`config.mk`:
```
export PLATFORM = sky130hd
export DESIGN_NAME = gru_sequence_ctrl
export DESIGN_NICKNAME = d
export VERILOG_FILES = /design/src/rtl/gru_sequence_ctrl.sv
export SDC_FILE = /design/constraint.sdc
export NUM_CORES = 1
export LEC_CHECK = 0
export ABC_AREA = 1
export CORE_UTILIZATION = 30
export CTS_BUF_LIST = sky130_fd_sc_hd__clkbuf_4 sky130_fd_sc_hd__clkbuf_8 sky130_fd_sc_hd__clkbuf_16
export CTS_CLUSTER_SIZE = 16
export DETAILED_ROUTE_END_ITERATION = 16
export GPL_ROUTABILITY_DRIVEN = 1
export GPL_TIMING_DRIVEN = 0
export HOLD_SLACK_MARGIN = 0.06
export PLACE_DENSITY = 0.6
export SLEW_MARGIN = 30
export SYNTH_ARGS = -nofsm -noshare
export SYNTH_HDL_FRONTEND = slang
export SYNTH_SLANG_ARGS = --single-unit
export TNS_END_PERCENT = 10
```
`constraint.sdc`:
```
create_clock -name clk -period 2.4 [get_ports clk]
set_input_delay 0.6 -clock clk [delete_from_list [all_inputs] [get_ports clk]]
set_output_delay 0.6 -clock clk [all_outputs]
set_load 0.05 [all_outputs]
```
`src/rtl/gru_sequence_ctrl.sv`:
```
// gru_sequence_ctrl
//   Recurrent sequencer around a combinational GRU cell. It takes one X word
//   per step over a valid/ready handshake, drives the cell's X and h_in ports
//   from registers, and waits SETTLE_CYCLES cycles for the cell to settle. It
//   then captures h_out, feeds it back as the next h_in and presents it
//   downstream. One start command runs one sequence of seq_len steps.
//
// Ports
//   clk, rst_n              clock, asynchronous active-low reset
//   start, abort            sequence control (start sampled only in IDLE)
//   seq_len, h_init         sequence length / initial hidden state, latched on start
//   x_valid, x_data, x_ready   input X stream
//   cell_x, cell_h_in       registered drive into the cell
//   cell_h_out              cell result
//   h_valid, h_data, h_last, h_ready   output hidden-state stream
//   step_idx, busy, done    status (done is a one-cycle pulse)
module gru_sequence_ctrl #(
   parameter int DATA_WIDTH    = 8,
   parameter int FRACT_WIDTH   = 5,
   parameter int SEQ_LEN_W     = 8,
   parameter int SETTLE_CYCLES = 2
) (
   input  logic                  clk,
   input  logic                  rst_n,
   input  logic                  start,
   input  logic                  abort,
   input  logic [SEQ_LEN_W-1:0]  seq_len,
   input  logic [DATA_WIDTH-1:0] h_init,
   input  logic                  x_valid,
   input  logic [DATA_WIDTH-1:0] x_data,
   output logic                  x_ready,
   output logic [DATA_WIDTH-1:0] cell_x,
   output logic [DATA_WIDTH-1:0] cell_h_in,
   input  logic [DATA_WIDTH-1:0] cell_h_out,
   output logic                  h_valid,
   output logic [DATA_WIDTH-1:0] h_data,
   output logic                  h_last,
   input  logic                  h_ready,
   output logic [SEQ_LEN_W-1:0]  step_idx,
   output logic                  busy,
   output logic                  done
);

   localparam int CNT_W = (SETTLE_CYCLES > 1) ? $clog2(SETTLE_CYCLES) : 1;

   // The fixed-point format is only carried through; reject nonsensical setups.
   if (FRACT_WIDTH >= DATA_WIDTH || SETTLE_CYCLES < 1) begin : g_bad_param
      $error("gru_sequence_ctrl: invalid FRACT_WIDTH or SETTLE_CYCLES");
   end

   typedef enum logic [1:0] {
      IDLE   = 2'd0,
      WAIT_X = 2'd1,
      SETTLE = 2'd2,
      EMIT   = 2'd3
   } state_t;

   state_t                state_q,  state_d;
   logic [SEQ_LEN_W-1:0]  len_q,    len_d;
   logic [SEQ_LEN_W-1:0]  step_q,   step_d;
   logic [CNT_W-1:0]      settle_q, settle_d;
   logic [DATA_WIDTH-1:0] x_reg_q,  x_reg_d;
   logic [DATA_WIDTH-1:0] h_reg_q,  h_reg_d;
   logic [DATA_WIDTH-1:0] h_data_q, h_data_d;
   logic                  done_q,   done_d;
   logic                  last_step;

   // Comparing against len-1 (len is never 0 while busy) lets the maximum
   // length run to completion without step_idx ever wrapping.
   assign last_step = (step_q == len_q - 1'b1);

   always_ff @(posedge clk or negedge rst_n) begin
      if (!rst_n) begin
         state_q  <= IDLE;
         len_q    <= '0;
         step_q   <= '0;
         settle_q <= '0;
         x_reg_q  <= '0;
         h_reg_q  <= '0;
         h_data_q <= '0;
         done_q   <= 1'b0;
      end else begin
         state_q  <= state_d;
         len_q    <= len_d;
         step_q   <= step_d;
         settle_q <= settle_d;
         x_reg_q  <= x_reg_d;
         h_reg_q  <= h_reg_d;
         h_data_q <= h_data_d;
         done_q   <= done_d;
      end
   end

   always_comb begin
      state_d  = state_q;
      len_d    = len_q;
      step_d   = step_q;
      settle_d = settle_q;
      x_reg_d  = x_reg_q;
      h_reg_d  = h_reg_q;
      h_data_d = h_data_q;
      done_d   = 1'b0;

      // Abort wins over everything while busy; datapath registers are left as-is.
      if (abort && state_q != IDLE) begin
         state_d = IDLE;
      end else begin
         case (state_q)
            IDLE: begin
               if (start) begin
                  if (seq_len != '0) begin
                     len_d   = seq_len;
                     h_reg_d = h_init;
                     step_d  = '0;
                     state_d = WAIT_X;
                  end else begin
                     done_d = 1'b1;
                  end
               end
            end
            WAIT_X: begin
               if (x_valid) begin
                  x_reg_d  = x_data;
                  settle_d = CNT_W'(SETTLE_CYCLES - 1);
                  state_d  = SETTLE;
               end
            end
            SETTLE: begin
               if (settle_q == '0) begin
                  h_data_d = cell_h_out;
                  h_reg_d  = cell_h_out;
                  state_d  = EMIT;
               end else begin
                  settle_d = settle_q - 1'b1;
               end
            end
            EMIT: begin
               if (h_ready) begin
                  if (last_step) begin
                     done_d  = 1'b1;
                     state_d = IDLE;
                  end else begin
                     step_d  = step_q + 1'b1;
                     state_d = WAIT_X;
                  end
               end
            end
            default: state_d = IDLE;
         endcase
      end
   end

   assign x_ready   = (state_q == WAIT_X);
   assign h_valid   = (state_q == EMIT);
   assign h_last    = (state_q == EMIT) && last_step;
   assign busy      = (state_q != IDLE);
   assign done      = done_q;
   assign h_data    = h_data_q;
   assign step_idx  = step_q;
   assign cell_x    = x_reg_q;
   assign cell_h_in = h_reg_q;

endmodule

```
==> flow_summary.yaml, run 1 <==
setup_path:
  required_ps: 1800
  slowest_delay_ps: 370
  cp_data_arrival_time_ps: 1880
  critPathMaxFanout: 3
  crit_path_start_kind: "flop"
  critPathMostFrequentCell: "nand2_1"
  crit_type: "reg2out"
  slowest_stage: "dfrtp_1"
  worstPathCellList: "inv_2 > ha_4 > inv_2 > nand2_1 > nand2_1 > nor2_1 > nand2_1 > nor2_1 > nand2_1 > nor2_4 > nand3_4 > inv_2 > buf_8"
  endpoint_kind: "primary output"
yosys:
  avgSynthCellArea_um2: 7.457
  yosys_warnings: 0
  yosys_register_bits: 44
  synth_top_cell_by_area: "dfrtp_1"
  syn_nets: 367
  ys_seq_area_share_pct: 45.71
  synth.area.top_cells: "dfrtp_1, nand2_1, o21ai_0"
  synth.cell_area_mm2: 0.002409
  synth_top_area_share_pct: 45.71
  synth_cell_type_count: 31
  syn_inst: 323
finish:
  layout_common_cells: "nand2_1, clkdlybuf4s50_1, dfrtp_1"
  layout-drive-gt1-share_pct: 9.291
  final_nets: 452
  n_antenna_cell: 0
  final_common_cell: "nand2_1"
  area_growth_pct: 42.55
global_routing:
  grt_max_degree: 45
  antenna_found_initial: 0
  overflow: 0
  grt_first_pass_wirelength_um: 10300
  grt_pass1_vias: 2292
  grt_usage_pct: 15.35
drt:
  highest_layer: "met4"
  drc_errors: 0
  drtPass1Iterations: 4
  vias: 2277
  totalWireLength_um: 5937
  antenna_left: 0
  wl_met1_um: 2662
  vias_per_cell: 4.456
  dr_wl_met3_um: 480
  drt-initial-drc-count: 79
  wl_met2_um: 2728
  wl_per_cell_um: 11.62
power_and_ir_drop:
  pwr_density_cell_mw_per_mm2: 1295
  irDropWorstVdd_mv: 0.7078
  p_total_uw: 4445
  p_leak_uw: 0.001669
min_path:
  hold_path.class: "in2async"
cts:
  htreeDepth: 2
  post_cts_hold_buffer_count: 0
  root_buffer: "clkbuf_8"
  clkTransAtPathRegs_ps: 80
  clkLatencyLatePin_ps: 290
  cts_tree: "yes"
  clockBufferDepth: 2
  cts-buffers-inserted: 5
  cts.sink_count: 44
sta:
  setup_viol: 1
  postLayoutSetupSlackWorst_ps: -77.83
  clock.fmax_mhz: 403.6
  rsz0062_at_grt: "yes"
  fin_skew_ps: 6.155
  hold_violations: 0
  slew_viol_final: 0
  slew-limit-headroom_pct: 59.72
  period_share_pct: 103.2
  hold-worst-slack_ps: 294.2
  worstMarginPinSlew_ps: 603.7
  period_minus_slack_ps: 2478
placement:
  portBuffers: 74
  finalWeightedCongestion: 0.7873
  place_hpwl_um: 4469
die:
  die_h_um: 91.60
  dieArea_mm2: 0.008391
  core_mm2: 0.007727
  ios: 75
  die_w_um: 91.60
  start_util_pct: 31.17
  num_rows: 32
status:
  violations: "setup timing"
  status: "complete, but fails checks"
flow_run:
  max_cap_viol_count: 0
[cells by family (layout without fill, tap and decap cells)]
| family | count (synthesis) | after routing | share of synthesized area, % |
|---|---|---|---|
| AO/OA/AOI/OAI | 40 | 40 | 8.831 |
| AND/OR/NAND/NOR | 178 | 178 | 32.26 |
| XOR/XNOR | 6 | 6 | 2.182 |
| flip-flops | 44 | 44 | 45.71 |
| buffers and inverters | 49 | 135 | 7.896 |
| adder cells (fa/ha/maj) | 6 | 6 | 3.117 |
[registers in the layout, indices dropped and copies added (netlist names)]
name	cells
cell_h_in	8
cell_x	8
h_data	8
len_q	8
step_idx	8
state_q	2
done	1
settle_q	1
[repair_timing]
action / CTS / global route
pin swaps: 2 / 8
resized for setup: 12 / 8
buffers inserted: 3 / 1
endpoints found under the setup margin: 4 / 2
[area by class of cell]
| class | count | area [um2] |
|---|---|---|
| Clock inverter | 2 | 35.03 |
| Clock buffer | 6 | 76.32 |
| Buffer | 7 | 32.53 |
| Tap cell | 102 | 127.6 |
| Inverter | 42 | 157.7 |
| Multi-Input combinational cell | 230 | 1135 |
| Timing Repair Buffer | 78 | 765.7 |
| Sequential cell | 44 | 1104 |
| Fill cell | 781 | 4294 |
[per-layer routing]
layer,vias up,track usage [%]
met5,-,0
met4,0,3.968
met3,8,5.444
met2,70,25.50
met1,1020,18.84
li1,1179,-
[power by group]
group | switching, uW | internal [uW] | total [uW]
sequential | 230 | 1030 | 1260
combinational | 1710 | 895 | 2610
clock | 250 | 320 | 571
[Yosys cell counts, drive strengths merged]
cell type	n
o21ai	34
nand3b	5
nand2	123
inv	41
buf	3
and3b	1
a21oi	2
xor2	5
clkinv	1
a22o	1
nor2	24
nand4	4
dfrtp	44
ha	6
or2	3
o22ai	1
o2111ai	1
nor3b	2
clkbuf	4
xnor2	1
nand3	16
a31o	1
[metrics by stage]
step / utilization [%] / TNS [ps] / instances / setup slack (ps) / cell area, um2
after global routing: 44.43 / -206.2 / 511 / -206.2 / 3433
after global placement: 42.44 / -24810 / 499 / -703.9 / 3279
after detailed placement: 42.41 / -1192 / 499 / -656.8 / 3277
final: 44.43 / -77.83 / 511 / -77.83 / 3433
after floorplan: - / 0 / 323 / 0.5027 / 2411
after CTS: 44.27 / -138.0 / 510 / -138.0 / 3421
[worst max-delay path, delay by kind of cell (launching register included)]
kind                     cells  cell delay, ps
flip-flops                   1             370
buffers and inverters        4             310
AND/OR/NAND/NOR              8             660
adder cells (fa/ha/maj)      1             270
[final timing paths]
path                                         from  slack, ps                        to  depth (start not counted)
max                          len_q[0]$_DFFE_PN0P_        -80                    h_last                         13
min                                         rst_n        290  cell_h_in[2]$_DFFE_PN0P_                          1
max reg2reg                state_q[0]$_DFFE_PN0P_        350  cell_h_in[2]$_DFFE_PN0P_                          6
min reg2reg                 h_data[2]$_DFFE_PN0P_        490     h_data[2]$_DFFE_PN0P_                          2
max in group asynchronous                   rst_n       1680   step_idx[2]$_DFFE_PN0P_                          1
min in group clk            h_data[2]$_DFFE_PN0P_        490     h_data[2]$_DFFE_PN0P_                          2
Power figures use the tool's default switching activity.
==> run 2, diff against run 1 <==
--- a/config.mk
+++ b/config.mk
@@ -6,6 +6,7 @@
 export NUM_CORES = 1
 export LEC_CHECK = 0
 export ABC_AREA = 1
+export CORE_MARGIN = 10
 export CORE_UTILIZATION = 30
 export CTS_BUF_LIST = sky130_fd_sc_hd__clkbuf_4 sky130_fd_sc_hd__clkbuf_8 sky130_fd_sc_hd__clkbuf_16
 export CTS_CLUSTER_SIZE = 16
==> flow_summary.yaml, run 2 (synthesis results as in run 1) <==
placement:
  place_ws_ps: -697.7
  place_hpwl_um: 5161
  placed_area_mm2: 0.003277
  portBuffers: 74
  post-place-cells: 499
  finalWeightedCongestion: 0.8145
die:
  dieArea_mm2: 0.01201
  die_w_um: 109.6
  start_util_pct: 31.01
  core_mm2: 0.007767
  num_rows: 32
  ios: 75
  die_h_um: 109.6
setup_path:
  critPathMaxFanout: 3
  crit_path_start_kind: "flop"
  worstPathCellList: "inv_2 > ha_4 > inv_2 > nand2_2 > nand2_2 > nor2_2 > nand2_1 > nor2_1 > nand2_1 > nor2_4 > nand3_4 > inv_2 > buf_8"
  crit_cells: 13
  cp.buffers_inverters: 4
  cp_data_arrival_time_ps: 1880
  slowest_stage: "dfrtp_1"
  regToRegEndpoint: "step_idx[5]$_DFFE_PN0P_"
  slowest_delay_ps: 380
  endpoint_kind: "primary output"
  path_delay_family: "simple AND/OR/NAND/NOR gates"
  critPathMostFrequentCell: "inv_2"
  required_ps: 1800
  reg2reg_slack_ps: 370
  worstSetupStartpoint: "len_q[0]$_DFFE_PN0P_"
  r2r-start: "state_q[0]$_DFFE_PN0P_"
  endpoint: "h_last"
  r2r_cells: 11
  crit_type: "reg2out"
cts:
  clockBufferDepth: 2
  clkTransAtPathRegs_ps: 90
  post_cts_hold_buffer_count: 0
  root_buffer: "clkbuf_8"
  cts_tree: "yes"
  htreeDepth: 2
  cts-buffers-inserted: 5
  clkLatencyLatePin_ps: 300
  cts.sink_count: 44
sta:
  hold_violations: 0
  period_share_pct: 103.4
  setup_viol: 1
  fin_skew_ps: 10.92
  postLayoutSetupSlackWorst_ps: -81.86
  slew_viol_final: 0
  clock.fmax_mhz: 402.9
  period_minus_slack_ps: 2482
  slew-limit-headroom_pct: 62.42
  rsz0062_at_grt: "yes"
  worstMarginPinSlew_ps: 563.7
power_and_ir_drop:
  p_leak_uw: 0.001705
  p_sw_share_pct: 47.48
  p_seq_share_pct: 26.7
  p_sw_uw: 2234
  p_int_uw: 2471
  pwr_density_cell_mw_per_mm2: 1340
  irDropWorstVdd_mv: 0.8055
  power_frac_comb_pct: 56.4
  clockPowerShare_pct: 16.8
global_routing:
  overflow: 0
  grt_max_degree: 45
  grt_pass1_vias: 2269
  grt_usage_pct: 11.55
  grt_first_pass_wirelength_um: 11100
  antenna_found_initial: 0
drt:
  drtPass1Iterations: 4
  drt-initial-drc-count: 42
  drc_errors: 0
  totalWireLength_um: 6689
  wl_per_cell_um: 13.01
  vias: 2289
  vias_per_cell: 4.453
  antenna_left: 0
min_path:
  hold_path.class: "in2async"
status:
  violations: "setup timing"
  status: "complete, but fails checks"
finish:
  n_antenna_cell: 0
  layout-drive-gt1-share_pct: 10.19
  area_growth_pct: 45.82
  final_nets: 455
  final_area_mm2: 0.003512
  fin_cells: 514
  final_common_cell: "nand2_1"
  layout_common_cells: "nand2_1, clkdlybuf4s50_1, dfrtp_1"
flow_run:
  max_cap_viol_count: 0
-- run 2: how the worst min path moves through the flow --
stage / start / end / slack [ps] / cells after the start
6_report: rst_n / state_q[0]$_DFFE_PN0P_ / 290 / 1
4_1_cts: rst_n / cell_h_in[3]$_DFFE_PN0P_ / 300 / 1
3_5_place_dp: cell_x[2]$_DFFE_PN0P_ / cell_x[2]$_DFFE_PN0P_ / 470 / 2
2_1_floorplan: rst_n / cell_h_in[0]$_DFFE_PN0P_ / 300 / 0
5_1_grt: rst_n / cell_h_in[3]$_DFFE_PN0P_ / 330 / 1
3_3_place_gp: cell_x[4]$_DFFE_PN0P_ / cell_x[4]$_DFFE_PN0P_ / 460 / 2
-- run 2: area by class of cell --
class                      instances  area, um2
inverter                          42      157.7
clock inverter                     3      90.09
multi-input combinational        230       1144
tap                              102      127.6
sequential                        44       1104
fill                             792       4255
timing repair buffer              81      788.3
buffer                             7      32.53
clock buffer                       5      68.82
-- run 2: power groups by stage --
stage | Clock [uW] | Combinational (uW) | Sequential [uW]
CTS | 809 | 2590 | 1270
floorplan | 0 | 1110 | 1920
detailed placement | 0 | 2590 | 1280
global route | 847 | 2950 | 1310
finish | 792 | 2660 | 1260
global placement | 0 | 2560 | 1270
-- run 2: repair_timing --
action	in CTS	in global routing
hold endpoints to repair	0	0
resized for setup	11	10
setup buffers	2	5
pin swaps	1	8
setup endpoints to repair	4	3
-- run 2: through the flow --
step,total power (uW),utilization [%],hold slack [ps],setup TNS (ps)
after floorplan,3030,-,304.4,0
after global placement,3824,42.22,462.1,-28460
after detailed placement,3864,42.19,468.3,-1289
after CTS,4669,44.39,304.3,-230.2
after global routing,5106,45.22,328.2,-246.0
final,4705,45.22,291.3,-81.86
-- run 2: routing by layer --
metal | vias to the layer above | share of wire [%] | track usage, %
met1 | 1039 | 44 | 14.42
met2 | 61 | 46 | 17.72
met3 | 6 | 9.5 | 5.091
met5 | - | 0 | 0
met4 | 0 | 1.0 | 3.253
li1 | 1183 | - | -
==> run 3, diff against run 2 <==
--- a/config.mk
+++ b/config.mk
@@ -7,14 +7,14 @@
 export LEC_CHECK = 0
 export ABC_AREA = 1
 export CORE_MARGIN = 10
-export CORE_UTILIZATION = 30
+export CORE_UTILIZATION = 33
 export CTS_BUF_LIST = sky130_fd_sc_hd__clkbuf_4 sky130_fd_sc_hd__clkbuf_8 sky130_fd_sc_hd__clkbuf_16
 export CTS_CLUSTER_SIZE = 16
 export DETAILED_ROUTE_END_ITERATION = 16
 export GPL_ROUTABILITY_DRIVEN = 1
 export GPL_TIMING_DRIVEN = 0
 export HOLD_SLACK_MARGIN = 0.06
-export PLACE_DENSITY = 0.6
+export PLACE_DENSITY = 0.64
 export SLEW_MARGIN = 30
 export SYNTH_ARGS = -nofsm -noshare
 export SYNTH_HDL_FRONTEND = slang
==> flow_summary.yaml, run 3 (synthesis results as in run 1) <==
power_and_ir_drop:
  p_int_uw: 2192
  p_sw_share_pct: 50.31
  p_total_uw: 4412
  power_frac_comb_pct: 60.2
  pwr_density_cell_mw_per_mm2: 1285
  p_seq_share_pct: 28.5
  clockPowerShare_pct: 11.3
  p_sw_uw: 2220
  p_leak_uw: 0.001669
  irDropWorstVdd_mv: 0.7660
min_path:
  hold_path.class: "in2async"
cts:
  root_buffer: "clkbuf_8"
  cts.sink_count: 44
  clkLatencyLatePin_ps: 300
  clkTransAtPathRegs_ps: 80
  htreeDepth: 2
  cts-buffers-inserted: 5
  cts_tree: "yes"
  clockBufferDepth: 2
sta:
  worstMarginPinSlew_ps: 564.8
  tns_ps: -83.26
  slew_viol_final: 0
  rsz0062_at_grt: "yes"
  postLayoutSetupSlackWorst_ps: -83.26
  setup_viol: 1
  period_minus_slack_ps: 2483
  fin_skew_ps: 11.43
  period_share_pct: 103.5
  hold_violations: 0
  slew-limit-headroom_pct: 62.35
  clock.fmax_mhz: 402.7
finish:
  post-route-util_pct: 47.85
  area_growth_pct: 42.55
  layout_common_cells: "nand2_1, clkdlybuf4s50_1, dfrtp_1"
  multi_input_area_mm2: 0.001137
  ff_latch_area_mm2: 0.001104
  fin_cells: 510
  layout-drive-gt1-share_pct: 9.976
  n_antenna_cell: 0
  final_nets: 454
  n_fill_cell: 732
  final_common_cell: "nand2_1"
global_routing:
  grt_max_degree: 45
  busiest_layer: "met2"
  grt_usage_pct: 11.77
  globalRouteMet1Util_pct: 13.01
  antenna_found_initial: 0
  use_met2_pct: 19.16
  use_met3_pct: 6.699
  overflow: 0
  grt_pass1_vias: 2345
  grt_first_pass_wirelength_um: 10890
die:
  core_mm2: 0.007176
  die_w_um: 105.4
  start_util_pct: 33.57
  ios: 75
  dieArea_mm2: 0.01112
  num_rows: 31
  die_h_um: 105.4
drt:
  vias: 2278
  vias_per_cell: 4.467
  wl_per_cell_um: 12.95
  drtPass1Iterations: 4
  totalWireLength_um: 6606
  antenna_left: 0
  drc_errors: 0
  drt-initial-drc-count: 35
setup_path:
  cp_data_arrival_time_ps: 1880
  r2r-start: "state_q[0]$_DFFE_PN0P_"
  endpoint_kind: "primary output"
  worstSetupStartpoint: "len_q[0]$_DFFE_PN0P_"
  critPathMaxFanout: 3
  crit_path_start_kind: "flop"
  required_ps: 1800
  crit_type: "reg2out"
placement:
  place_hpwl_um: 5048
  post-place-cells: 496
  finalWeightedCongestion: 0.8276
  portBuffers: 74
status:
  status: "complete, but fails checks"
  violations: "setup timing"
flow_run:
  max_cap_viol_count: 0
-- run 3: changes by cell type in the layout (fill, tap and decap cells not counted), sizes merged --
cell      previous run  this run
buf                 12        11
bufinv               3         0
clkbuf              10        12
clkinvlp             0         1
-- run 3: path summary, 6_finish.rpt --
kind | to | slack, ps | cells past startpoint
worst max-delay path | h_last | -80 | 13
worst min-delay path | len_q[0]$_DFFE_PN0P_ | 290 | 1
worst max register to register | settle_q$_DFFE_PN0P_ | 410 | 8
worst min register to register | cell_x[0]$_DFFE_PN0P_ | 490 | 2
max in group asynchronous | step_idx[0]$_DFFE_PN0P_ | 1700 | 1
min in group clk | cell_x[0]$_DFFE_PN0P_ | 490 | 2
-- run 3: stage by stage --
| stage | hold slack (ps) | setup slack (ps) | area, um2 |
|---|---|---|---|
| 2_1_floorplan | 304.4 | 0.5027 | 2411 |
| 3_3_place_gp | 462.0 | -735.9 | 3276 |
| 3_5_place_dp | 468.7 | -690.8 | 3273 |
| 4_1_cts | 308.6 | -195.5 | 3391 |
| 5_1_grt | 322.3 | -224.2 | 3433 |
| 6_report | 285.6 | -83.26 | 3433 |
-- run 3: metal layers --
layer,wire (um),part of all wire [%]
met5,0,0
met4,59,0.89
met3,735,11
met2,3060,46
met1,2750,42
-- run 3: critical path, stage by stage, from the launching register on --
cell	delay (ps)
dfrtp_1	370
inv_2	70
ha_4	270
inv_2	30
nand2_1	50
nand2_1	60
nor2_2	70
nand2_1	60
nor2_2	100
nand2_2	80
nor2_4	130
nand3_4	80
inv_2	70
buf_8	140
-- run 3: power groups by stage --
stage	clock, uW	sequential (uW)	combinational [uW]
after floorplan	0	1920	1110
after global placement	0	1260	2550
after detailed placement	0	1280	2580
after CTS	519	1260	2600
after global routing	540	1310	2940
final	498	1260	2660
-- run 3: final cells by class --
type | instances | area share (%)
Buffer | 7 | 0.9475
Multi-Input combinational cell | 230 | 33.13
Clock buffer | 7 | 2.624
Timing Repair Buffer | 80 | 22.74
Sequential cell | 44 | 32.14
Clock inverter | 1 | 0.2187
Inverter | 42 | 4.592
Tap cell | 99 | 3.608
-- run 3: repair_timing --
item                                    4_1_cts  5_1_grt
pin swaps                                     1        8
hold buffers                                  0        0
buffers inserted                              3        3
endpoints found under the setup margin        4        2
resized for setup                            11       10
==> edit 1 (settings of run 3) <==
Change the parameter `DATA_WIDTH` from 8 to 10.
--- a/src/rtl/gru_sequence_ctrl.sv
+++ b/src/rtl/gru_sequence_ctrl.sv
@@ -15,7 +15,7 @@
 //   h_valid, h_data, h_last, h_ready   output hidden-state stream
 //   step_idx, busy, done    status (done is a one-cycle pulse)
 module gru_sequence_ctrl #(
-   parameter int DATA_WIDTH    = 8,
+   parameter int DATA_WIDTH    = 10,
    parameter int FRACT_WIDTH   = 5,
    parameter int SEQ_LEN_W     = 8,
    parameter int SETTLE_CYCLES = 2
Ports: changed (6 resized); port bits go from 75 to 87. The function was not compared with the original's and may differ.
==> edit 1 against run 3 <==
The flow still finishes with violations (negative setup slack). Sequential share of layout area is 0.74 points lower. Power is 20% higher. Fmax is 4.0% lower. Wire length is 21% higher. Area after synthesis is 17% higher. Sequential cell count is 6 higher. Worst setup slack worse by 100 ps. Cell area is 16% higher. Clock skew is 1.6 ps lower. Via count is 18% higher. Count of clock-buffer cells in the layout is 2 lower.
==> edit 1: results (changes against run 3) <==
Multi-In Gates=267 (was 230); Synth Register Bits=50 (was 44); GR Util met2=0.2128 (was 0.1916); worst-case reg-to-reg path depth=9 (was 8); Slowest Stage Delay on Critical Path=410 ps (was 370 ps); final worst slack=-187.1 ps (was -83.26 ps); buffering overhead=0.2381 (was 0.2369); clk slew on worst S/H paths=100 ps (was 80 ps); non-clock buffer count=101 (was 87); synth top area cells=dfrtp_1 44%, nand2_1 17%, inv_1 6.5% (was dfrtp_1 46%, nand2_1 19%, o21ai_0 6.9%); Setup TNS=-187.1 ps (was -83.26 ps); status=complete, but fails checks (unchanged); Syn Nets=430 (was 367); Fin Hold WS=131.7 ps (was 285.6 ps); FF-to-FF setup slack=390 ps (was 410 ps); Layout Nets=528 (was 454); pre-CTS setup slack=-725.7 ps (was -690.8 ps); tap cells=105 (was 99); Synth Area in Adders=0.02669 (was 0.03117); drt total wl=8004 um (was 6606 um); PortBufs=86 (was 74); register area=0.001251 mm^2 (was 0.001104 mm^2); clk_skew=9.793 ps (was 11.43 ps); first-pass GRT wire length=13870 um (was 10890 um); Layout Area Growth over Synthesis=41.64% (was 42.55%); Final setup violation count=1 (unchanged); largest net degree at the start of global routing=40 (was 45); M1 GR Usage=0.1493 (was 0.1301); dpl cells=572 (was 496); met2 wire length=3743 um (was 3060 um); Fillers=844 (was 732); failing checks=negative setup slack (unchanged)
==> edit 1: repair_timing <==
action                     CTS  global route
hold buffers                 0             0
setup endpoints to repair    4             3
setup buffers                4             0
resized for setup           12             5
==> edit 1: path summary, 6_finish.rpt <==
kind / start / endpoint
worst max-delay path: len_q[0] / h_last
min in group clk: cell_x[0] / cell_x[0]
worst min register to register: cell_x[0] / cell_x[0]
worst max register to register: state_q[0] / step_idx[1]
max in group asynchronous: rst_n / h_data[9]
worst min-delay path: rst_n / step_idx[0]
==> edit 1: cells by family after synthesis <==
logic type | count (synthesis)
XOR/XNOR | 7
AND/OR/NAND/NOR | 211
adder cells (fa/ha/maj) | 6
AO/OA/AOI/OAI | 43
flip-flops | 50
buffers and inverters | 63
==> edit 1: power by group <==
part / switching (mW) / total, mW / leakage, nW / internal, mW
registers: 0.252 / 1.43 / 0.623 / 1.18
clock network: 0.297 / 0.610 / 0.0585 / 0.313
logic: 2.15 / 3.27 / 1.25 / 1.12
==> edit 2 (flow settings as in run 3) <==
Without the edit above. Re-encode `state_t` (4 states) as one-hot, 4 bits wide.
--- a/src/rtl/gru_sequence_ctrl.sv
+++ b/src/rtl/gru_sequence_ctrl.sv
@@ -48,11 +48,11 @@
       $error("gru_sequence_ctrl: invalid FRACT_WIDTH or SETTLE_CYCLES");
    end
 
-   typedef enum logic [1:0] {
-      IDLE   = 2'd0,
-      WAIT_X = 2'd1,
-      SETTLE = 2'd2,
-      EMIT   = 2'd3
+   typedef enum logic [3:0] {
+      IDLE   = 4'b0001,
+      WAIT_X = 4'b0010,
+      SETTLE = 4'b0100,
+      EMIT   = 4'b1000
    } state_t;
 
    state_t                state_q,  state_d;
Behaviour: same outputs for any inputs over 10 cycles, from zero or initial values and one cycle with rst_n low; not proved beyond that.
==> edit 2 against run 3 <==
The run still ends with negative setup slack left. Wire length grew 2.8%. Worst setup slack lost 22 ps. Critical endpoint unchanged. Power shrank 6.2%. Clock skew shrank 5.3 ps. Final cell count shrank 0.98%. Register-to-register slack lost 20 ps. Sequential cell count grew 2. Area after synthesis grew 2.8%. Utilization grew 0.66 points. Highest routed layer unchanged. Die area grew 2.3%. Cell area grew 3.0%.
==> edit 2: results (changes against run 3) <==
status=complete, but fails checks (unchanged); failing checks=negative setup slack (unchanged); total number of vias=2294 (was 2278); Ys Warns=0 (unchanged); Fillers=754 (was 732); sequential share of the synthesized area=0.4654 (was 0.4571); PortBufs=74 (unchanged); share of layout cells above drive strength 1=0.1305 (was 0.09976); dpl cells=490 (was 496); Antenna Cells=0 (unchanged); worst-case reg-to-reg path depth=13 (was 8); Global Route Usage Sum=0.1236 (was 0.1177); synth top area cells=dfrtp_1 45%, nand2_1 13%, nor2_1 7.3% (was dfrtp_1 46%, nand2_1 19%, o21ai_0 6.9%); clock root buffer=clkbuf_8 (unchanged); largest net degree at the start of global routing=47 (was 45); Cell Count, Final, Fillers Out=505 (was 510); Int Pwr=2.214 mW (was 2.192 mW); Final setup violation count=1 (unchanged); First-pass DRT Iterations=4 (unchanged); VDD IR-drop max=0.7753 mV (was 0.7660 mV); synthesized instance count=317 (was 323); drt total wl=6789 um (was 6606 um); Post-synth top cells=86 x nand2_1, 48 x nor2_1, 45 x dfrtp_1 (was 121 x nand2_1, 44 x dfrtp_1, 39 x inv_1); CP Data Arrival Time=1910 ps (was 1880 ps); clk slew on worst S/H paths=90 ps; Num CTS Buffers=5 (unchanged); clk_lat worst skew=300 ps (about the same); Layout Nets=445 (was 454); fraction of registers with async set or reset after synthesis=1.000 (unchanged); drt initial violations=108 (was 35); initial antenna violation count=0 (unchanged); Lkg Pwr=1.696 nW (was 1.669 nW); Rel. slew slack=0.6064 (was 0.6235); vias in the first global route=2353 (was 2345); final worst slack=-105.7 ps (was -83.26 ps); Max FO, Critical Path=3 (unchanged); Syn Nets=357 (was 367); Max stage delay cell, worst path=dfrtp_1 (unchanged); clk_skew=6.112 ps (was 11.43 ps); Hold Path Class=in2async (unchanged); Slowest Stage Delay on Critical Path=370 ps (about the same); # H-tree levels=2 (unchanged); DPL Wire Length=5186 um (was 5048 um); first-pass GRT wire length=11580 um (was 10890 um); synth unique cells=29 (was 31); CTS max path bufs=2 (unchanged); routability cong.=0.8289 (was 0.8276)
## edit 2: logic make-up (layout without fill, tap and decap cells)
logic type | count (synthesis) | in the layout | share of synthesized area
AOI/OAI and AO/OA | 34 | 34 | 0.07074
xor gates and xnor gates | 9 | 9 | 0.03184
adders and majority gates | 2 | 2 | 0.01010
buffers and inverters | 42 | 131 | 0.07377
DFF | 46 | 46 | 0.4654
muxes | 8 | 8 | 0.03638
and+or+nand+nor | 176 | 176 | 0.3118
## edit 2: cell type report
class	instances	area, um^2	area share
Sequential cell	46	1156	0.3268
Inverter	34	130.1	0.03679
Timing Repair Buffer	82	797.0	0.2253
Tap cell	99	123.9	0.03502
Clock inverter	1	30.03	0.008490
Buffer	7	50.05	0.01415
Clock buffer	7	83.83	0.02370
Multi-Input combinational cell	229	1166	0.3297
## edit 2: power groups by stage
stage / Clock, mW / Sequential (mW) / Combinational (mW)
global route: 0.655 / 1.27 / 2.53
floorplan: 0 / 1.81 / 0.968
global placement: 0 / 1.23 / 2.24
finish: 0.598 / 1.23 / 2.31
CTS: 0.616 / 1.23 / 2.33
detailed placement: 0 / 1.24 / 2.26
## edit 2: worst paths after layout
| kind | to | slack, ps | start |
|---|---|---|---|
| worst min-delay path | cell_h_in[0] | 290 | rst_n |
| worst min register to register | h_data[1] | 500 | h_data[1] |
| worst max-delay path | h_last | -110 | len_q[1] |
| min in group clk | h_data[1] | 500 | h_data[1] |
| max in group asynchronous | step_idx[3] | 1670 | rst_n |
| worst max register to register | step_idx[0] | 390 | len_q[1] |
## edit 2: critical path: cells and delay by family (launching register included)
family | cells | cell delay, ps
and+or+nand+nor | 5 | 570
DFF | 1 | 370
buffers and inverters | 3 | 260
adders and majority gates | 1 | 260
xor gates and xnor gates | 1 | 140
## edit 2: stage by stage
stage	worst slack, ps	setup TNS (ps)	area, um^2
detailed placement	-789.0	-878.9	3341
global route	-188.9	-188.9	3537
floorplan	0.2167	0	2479
global placement	-777.7	-28380	3343
finish	-105.7	-105.7	3537
CTS	-170.1	-170.1	3516
## edit 2: timing repair
| item | 4_1_cts | 5_1_grt |
|---|---|---|
| buffers inserted | 4 | 4 |
| hold buffers | 0 | 0 |
| setup endpoints to repair | 3 | 2 |
| pin swaps | 4 | 5 |
| gates resized for setup | 20 | 5 |
## edit 2: routing by layer
| metal | vias to the layer above | GRT usage | wire length (um) |
|---|---|---|---|
| met1 | 1055 | 0.1466 | 2989 |
| met2 | 58 | 0.2011 | 3146 |
| met5 | - | 0 | 0 |
| li1 | 1175 | - | - |
| met3 | 6 | 0.05689 | 599 |
| met4 | 0 | 0.02611 | 53 |
